--- config.mk ---
export PLATFORM = sky130hd
export DESIGN_NAME = instruction_fetch_unit
export DESIGN_NICKNAME = d
export VERILOG_FILES = /design/src/rtl/instruction_fetch_unit.sv
export SDC_FILE = /design/constraint.sdc
export NUM_CORES = 1
export LEC_CHECK = 0
export CORE_MARGIN = 3
export CORE_UTILIZATION = 30
export CTS_CLUSTER_SIZE = 40
export DETAILED_ROUTE_END_ITERATION = 7
export HOLD_SLACK_MARGIN = 0.08
export SYNTH_ARGS = -nofsm -noshare
export SYNTH_HDL_FRONTEND = slang
export SYNTH_SLANG_ARGS = --single-unit
--- constraint.sdc ---
create_clock -name clk -period 1.8 [get_ports clk]
set_clock_uncertainty 0.1 [all_clocks]
set_input_delay 0.36 -clock clk [delete_from_list [all_inputs] [get_ports clk]]
set_output_delay 0.36 -clock clk [all_outputs]
set_load 0.05 [all_outputs]
--- src/rtl/instruction_fetch_unit.sv ---
// Instruction fetch sequencer for the 4-bit CPU: drives the instruction memory address,
// resolves NOP/JMP/HALT locally and issues all other instructions over valid/ready.
module instruction_fetch_unit #(
  parameter int unsigned PC_W     = 4,
  parameter int unsigned INSTR_W  = 8,
  parameter logic [3:0]  OPC_NOP  = 4'b0000,
  parameter logic [3:0]  OPC_JMP  = 4'b1000,
  parameter logic [3:0]  OPC_HALT = 4'b1111
) (
  input  logic               clk,
  input  logic               rst,
  input  logic               start,
  output logic [PC_W-1:0]    pc_addr,
  input  logic [INSTR_W-1:0] instruction_in,
  output logic [INSTR_W-1:0] instr_out,
  output logic               instr_valid,
  input  logic               instr_ready,
  output logic               busy,
  output logic               halted
);

  typedef enum logic [2:0] {
    StIdle,
    StFetch,
    StDecode,
    StIssue,
    StHalt
  } state_e;

  state_e             state_q, state_d;
  logic [PC_W-1:0]    pc_q, pc_d;
  logic [INSTR_W-1:0] instr_q, instr_d;
  logic               valid_q, valid_d;
  logic               busy_q, busy_d;
  logic               halted_q, halted_d;

  logic [3:0]         opcode;
  logic [PC_W-1:0]    operand;
  logic [PC_W-1:0]    pc_inc;

  assign opcode  = instruction_in[INSTR_W-1 -: 4];
  assign operand = instruction_in[PC_W-1:0];
  // Natural wrap at 2^PC_W; there is no end-of-memory detection.
  assign pc_inc  = pc_q + {{(PC_W-1){1'b0}}, 1'b1};

  always_comb begin
    state_d  = state_q;
    pc_d     = pc_q;
    instr_d  = instr_q;
    valid_d  = valid_q;
    busy_d   = busy_q;
    halted_d = halted_q;
    unique case (state_q)
      StIdle, StHalt: begin
        if (start) begin
          pc_d     = '0;
          busy_d   = 1'b1;
          halted_d = 1'b0;
          state_d  = StFetch;
        end
      end
      StFetch: begin
        state_d = StDecode;
      end
      StDecode: begin
        case (opcode)
          OPC_HALT: begin
            busy_d   = 1'b0;
            halted_d = 1'b1;
            state_d  = StHalt;
          end
          OPC_JMP: begin
            pc_d    = operand;
            state_d = StFetch;
          end
          OPC_NOP: begin
            pc_d    = pc_inc;
            state_d = StFetch;
          end
          default: begin
            instr_d = instruction_in;
            pc_d    = pc_inc;
            valid_d = 1'b1;
            state_d = StIssue;
          end
        endcase
      end
      StIssue: begin
        if (instr_ready) begin
          valid_d = 1'b0;
          state_d = StFetch;
        end
      end
      default: begin
        state_d = StIdle;
      end
    endcase
  end

  always_ff @(posedge clk or posedge rst) begin
    if (rst) begin
      state_q  <= StIdle;
      pc_q     <= '0;
      instr_q  <= '0;
      valid_q  <= 1'b0;
      busy_q   <= 1'b0;
      halted_q <= 1'b0;
    end else begin
      state_q  <= state_d;
      pc_q     <= pc_d;
      instr_q  <= instr_d;
      valid_q  <= valid_d;
      busy_q   <= busy_d;
      halted_q <= halted_d;
    end
  end

  assign pc_addr     = pc_q;
  assign instr_out   = instr_q;
  assign instr_valid = valid_q;
  assign busy        = busy_q;
  assign halted      = halted_q;

endmodule

==> results of run 1 <==
cells by family (layout without fill, tap and decap cells):
logic type	count (synthesis)	after routing	share of synthesized area [%]
muxes	7	7	11.05
AOI/OAI and AO/OA	22	23	15.88
DFF	18	18	49.72
adders and majority gates	1	1	1.381
and+or+nand+nor	25	25	18.23
buffers and inverters	7	48	3.729
cells in the final DEF (no fill, tap or decap), drive strengths merged, types with 3 or more instances in the layout:
cell            n
nor3            3
dlymetal6s2s    3
o21ai           6
mux2            6
clkdlybuf4s50   8
clkbuf          4
buf            27
nand3           3
a21oi          10
nor2            4
nand2           5
inv             6
dfrtp          18
metrics by stage:
step	utilization, %	area, µm²	hold WS, ns
final	46.88	1315	0.2626
after CTS	46.16	1295	0.2638
after global placement	44.87	1259	0.3816
after floorplan	-	905.9	0.1986
after global routing	46.88	1315	0.2975
after detailed placement	44.87	1259	0.3889
state kept, by name, indices dropped and copies added (netlist names):
name	flops
busy	1
instr_out	8
state_q	3
pc_addr	4
halted	1
instr_valid	1
power by group through the flow:
stage / clock [mW] / combinational [mW] / sequential, mW
after floorplan: 0 / 0.538 / 1.26
after global placement: 0 / 1.51 / 0.760
after detailed placement: 0 / 1.53 / 0.756
after CTS: 0.267 / 1.53 / 0.752
after global routing: 0.276 / 1.64 / 0.781
final: 0.250 / 1.53 / 0.747
worst max-delay path by stage:
stage / from / end / slack (ns) / cells after the start
after floorplan: state_q[2]$_DFFE_PP0P_ / instr_out[0]$_DFFE_PP0P_ / 0.26 / 4
after global placement: instruction_in[5] / instr_out[1]$_DFFE_PP0P_ / -0.23 / 5
after detailed placement: instruction_in[5] / instr_out[4]$_DFFE_PP0P_ / -0.26 / 5
after CTS: instruction_in[5] / instr_out[7]$_DFFE_PP0P_ / 0.08 / 5
after global routing: instruction_in[7] / instr_out[3]$_DFFE_PP0P_ / 0.09 / 5
final: instruction_in[7] / instr_out[7]$_DFFE_PP0P_ / 0.15 / 5
metal layers:
layer	routed length [µm]	up-vias	share of wire, %
met5	0	-	0
met4	19	0	0.94
met3	115	2	5.7
met2	902	26	45
met1	980	356	49
li1	-	376	-
cell type report:
class                   instances  area, µm²
fillers                       277       1490
well taps                      31      38.79
inverters                       6      22.52
clock buffers                   4      36.28
repair buffers                 38      332.8
multi-input cells              56      434.2
flip-flops and latches         18      450.4
worst max-delay path: cells and delay by family:
family,cells,cell delay [ns]
muxes,1,0.32
buffers and inverters,1,0.43
AOI/OAI and AO/OA,1,0.18
and+or+nand+nor,2,0.46
==> impl_results.md, run 1 <==
* Initial antenna violation count at 0
* CP max-delay cell: clkdlybuf4s50_1
* Sw frac at between 40 and 50%
* Proportion of power drawn by the clock network at 9.9%
* RSZ-0062 raised after global routing: no
* Gr busiest metal: met2
* R2r worst-path depth at 4
* DIE HEIGHT at 60.95 µm
* Final Max Slew Viols at 0
* Tmin final at ~1.7 ns
* First-pass GRT wire length at between 3000 and 4000 µm
* Dpl ws at -0.2576 ns
* Most common cell in the netlist: dfrtp_1
* Final TNS setup at 0 ns
* Leak at 0.6361 nW
* Sequential Power Share at 29.5%
* Top-level I/O count at 27
* Number of global-route vias before repair at 770
* Asr flop ratio synth at 100.0%
* Layout cells sized above 1 at 37.70%
* Final Cycle Share at 91.77%
* Core ar. at about 0.0028 mm²
* Cell taking the most area after synthesis: dfrtp_1
* Startpoint types: input port
* CP max FO at 5
* DR vias/cell at approximately 5.0
* Number of port buffers at 26
* Yosys warns at 0
* Status: finished, final reports clean
* Cts repair resizes at 0
* H-tree levels at 1
* Post-DP HPWL at 1505 µm
* PnR worst setup slack at 0.1481 ns
* Post-synth EDFFs at 0
* CTS clk-pin slew, worst paths at 0.11 ns
* Crit path kind: in2reg
* Syn nets at 93
* DR WL/cell at 13.18 µm
* Via count at between 700 and 800
* Top post-synthesis cells by count: dfrtp_1 (18), a21oi_1 (10), inv_1 (6), mux2_4 (6), o21ai_0 (6)
* Drc violations at 0
* Die Wd at 60.95 µm
* Endpoint class of the critical path: flip-flop
* Drt pass-1 iters at 4
* Reg2reg end: instr_out[7]$_DFFE_PP0P_
* Hold buffers post-CTS at 0
* Synthesized area at 905.9 µm²
* Crit path DAT at 1.74 ns
* # setup viols final at 0
* Seq/Total Area, Yosys at 49.72%
* Total gr overflow at 0
* Distinct cells, synth at 24
* Nets at 136
* Clk buf depth at 2
* Hold Fails Final Rpt at 0
* GRT met2 Usage at 20.46%
* Combinational share of power at between 60% and 70%
* Synth-to-Final Area Change at 45.17%
* Placer Congestion at around 0.73
* Synth area leaders: dfrtp_1 (50%), mux2_4 (9.9%), a21oi_1 (5.5%)
* Design Power at 2.531 mW
* Register bit total from synthesis at 18
* Worst r2r src: state_q[2]$_DFFE_PP0P_
* Worst-Margin Slew at 0.5078 ns
* Cell Int Power at 1.320 mW
* Largest net degree at the start of global routing at 19
* Worst endpoint required time at 1.89 ns
* Slowest stage delay, CP at about 0.43 ns
* Ant. Diodes at 0
* Flop-to-flop setup slack at 0.23 ns
* CTS Buf Count at 3
* Pwr per Cell Area at 1925 mW/mm²
* Initial DRC count at 23
* CTS tree: done
* Inst Count DP at 148
* Antenna viol nets, final at 0
* Worst-Skew Late Latency at 0.29 ns
* Gate count of the mapped netlist at 80
* Layout Cells excl Fill at 153
* MaxCap Viol Count at 0
* Post-CTS setup repair buffer count at 0
* Clock root cell: clkbuf_4
* Routed WL at 2016 µm
* Slew margin rel. at 65.94%
* Die area at 0.003715 mm²
* Met1 Usage GRT at 15.18%
* Clock tree sinks at 18
* GR Util All Layers at approximately an eighth
* Crit-path cells: clkdlybuf4s50_1 -> and4_4 -> nor3_4 -> o31ai_4 -> mux2_4
* Net switching power at 1.211 mW
* Post-synth top area share at 49.72%
* Max Freq at 605.4 MHz
* Row count at 19
* Ys flop type: dfrtp_1
* Met3 Usage GRT at 3.404%
* Post-Syn Area per Cell at 11.32 µm²
* Worst hold-check path type: in2async
* Initial core utilization at 32.29%
* Worst IR Drop VDD at between 0.9 and 1 mV
Power figures use the tool's default switching activity.
==> run 2: changes to the inputs <==
--- a/config.mk
+++ b/config.mk
@@ -5,7 +5,7 @@
 export SDC_FILE = /design/constraint.sdc
 export NUM_CORES = 1
 export LEC_CHECK = 0
-export CORE_MARGIN = 3
+export CORE_MARGIN = 2
 export CORE_UTILIZATION = 30
 export CTS_CLUSTER_SIZE = 40
 export DETAILED_ROUTE_END_ITERATION = 7
==> run 2 against run 1 <==
Effect of this change:
- the flow now finishes with violations (DRC)
- flip-flop and latch count did not move
- clock power increased by 2%
- final area decreased by 0.38%
- critical endpoint is now instr_out[2]$_DFFE_PP0P_
==> impl_results.md, run 2 (same netlist as run 1, synthesis figures left out) <==
* Worst-Margin Slew at 0.6492 ns
* Top-level I/O count at 27
* Cts repair resizes at 0
* Fin Hold WS at 0.2625 ns
* Max Freq at 562.6 MHz
* Initial DRC count at 9
* Row count at 19
* Design Power at 2.525 mW
* Routed WL at just over 2000 µm
* Clk buf depth at 2
* Leak at ~0.62 nW
* CTS clk-pin slew, worst paths at 0.11 ns
* Post-CTS setup repair buffer count at 0
* Pwr per Cell Area at 1928 mW/mm²
* # setup viols final at 0
* Worst endpoint required time at 1.89 ns
* GR Util All Layers at 13.06%
* Worst r2r src: state_q[2]$_DFFE_PP0P_
* Crit path DAT at 1.87 ns
* Crit-path cells: clkdlybuf4s50_1 -> o31ai_4 -> mux2_4
* CTS Buf Count at 3
* DR vias/cell at 4.883
* MaxCap Viol Count at 0
* Cell Int Power at approximately 1.3 mW
* Endpoint class of the critical path: flip-flop
* Worst IR Drop VDD at approximately 0.94 mV
* Largest net degree at the start of global routing at 19
* Fin util at a little under half
* Layout cells sized above 1 at 38.21%
* Core ar. at 0.002805 mm²
* Antenna viol nets, final at 0
* Number of global-route vias before repair at 761
* Nets at 137
* Post-DP HPWL at 1579 µm
* Slowest stage delay, CP at roughly 0.65 ns
* Largest register FFs at 8
* Final Max Slew Viols at 0
* Tmin final at 1.777 ns
* Dpl ws at -0.2973 ns
* Slew margin rel. at 56.72%
* Drt pass-1 iters at 5
* RSZ-0062 raised after global routing: no
* Most frequent cells in the layout: buf_4 (28), dfrtp_1 (18), clkdlybuf4s50_1 (11)
* Crit path kind: in2reg
* Hold Fails Final Rpt at 0
* Final Cycle Share at 98.74%
* Worst-Skew Late Latency at roughly 0.30 ns
* Status: complete, but fails checks
* Proportion of power drawn by the clock network at approximately 10%
* Clock tree sinks at 18
* CP max FO at 9
* Placer Congestion at about 0.74
* Number of port buffers at 26
* PnR worst setup slack at 0.02263 ns
* Startpoint types: input port
* Sw frac at 47.81%
* Die Wd at 58.95 µm
* Layout Cells excl Fill at 154
* Total gr overflow at 0
* Failing checks: DRC
* CTS tree: done
* Hold buffers post-CTS at 0
* Placement Cell Area at 0.001274 mm²
* Clock root cell: clkbuf_4
* First-pass GRT wire length at 3394 µm
* Synth-to-Final Area Change at 44.61%
* Critical Path Source: instruction_in[4]
* DIE HEIGHT at 58.95 µm
* H-tree levels at 1
* Net switching power at 1.207 mW
* Combinational share of power at roughly 60%
* Final TNS setup at 0 ns
* Initial core utilization at 32.29%
* DR WL/cell at 13.24 µm
* CP max-delay cell: o31ai_4
* Initial antenna violation count at 0
* Inst Count DP at 150
* Die area at roughly 0.0035 mm²
* Finished Cell Area at 0.001310 mm²
* Most common cell after layout, fill and taps aside: buf_4
* Drc violations at 1
* Via count at 752
* Worst hold-check path type: in2async
* Ant. Diodes at 0
* Sequential Power Share at 29.7%
==> run 2: cell count changes in the layout (fill, tap and decap cells not counted) <==
cell / change
buf_4: +2
clkdlybuf4s50_1: +3
dlymetal6s2s_1: -3
o31ai_2: -1
==> run 2: final cells by class <==
| cell class | count | area (µm²) |
|---|---|---|
| Clock buffer | 4 | 36.28 |
| Fill cell | 292 | 1495 |
| Inverter | 6 | 22.52 |
| Multi-Input combinational cell | 55 | 421.7 |
| Sequential cell | 18 | 450.4 |
| Tap cell | 31 | 38.79 |
| Timing Repair Buffer | 40 | 340.3 |
==> run 2: power groups by stage <==
stage               combinational [mW]  clock, mW  sequential [mW]
floorplan                        0.538          0             1.26
global placement                  1.51          0            0.755
detailed placement                1.53          0            0.759
CTS                               1.53      0.263            0.755
global route                      1.63      0.281            0.778
finish                            1.52      0.256            0.749
==> run 2: metal layers <==
layer / up-vias / global-route usage, % / share of wire, %
li1: 371 / - / -
met1: 358 / 16.97 / 46
met2: 19 / 20.16 / 47
met3: 4 / 3.736 / 5.1
met4: 0 / 5.844 / 1.8
met5: - / 0 / 0
==> run 2: final timing paths <==
| path | slack, ns | end | depth (start not counted) |
|---|---|---|---|
| worst max-delay path | 0.02 | instr_out[2]$_DFFE_PP0P_ | 3 |
| worst min-delay path | 0.26 | instr_out[6]$_DFFE_PP0P_ | 3 |
| worst max register to register | 0.20 | instr_out[2]$_DFFE_PP0P_ | 4 |
| worst min register to register | 0.41 | instr_out[5]$_DFFE_PP0P_ | 1 |
| max in group asynchronous | 1.14 | instr_out[1]$_DFFE_PP0P_ | 3 |
| min in group clk | 0.41 | instr_out[5]$_DFFE_PP0P_ | 1 |
==> run 2: critical path: cells and delay by family <==
family,cells,cell delay (ns)
buffers and inverters,1,0.51
AO/OA/AOI/OAI,1,0.65
multiplexers,1,0.35
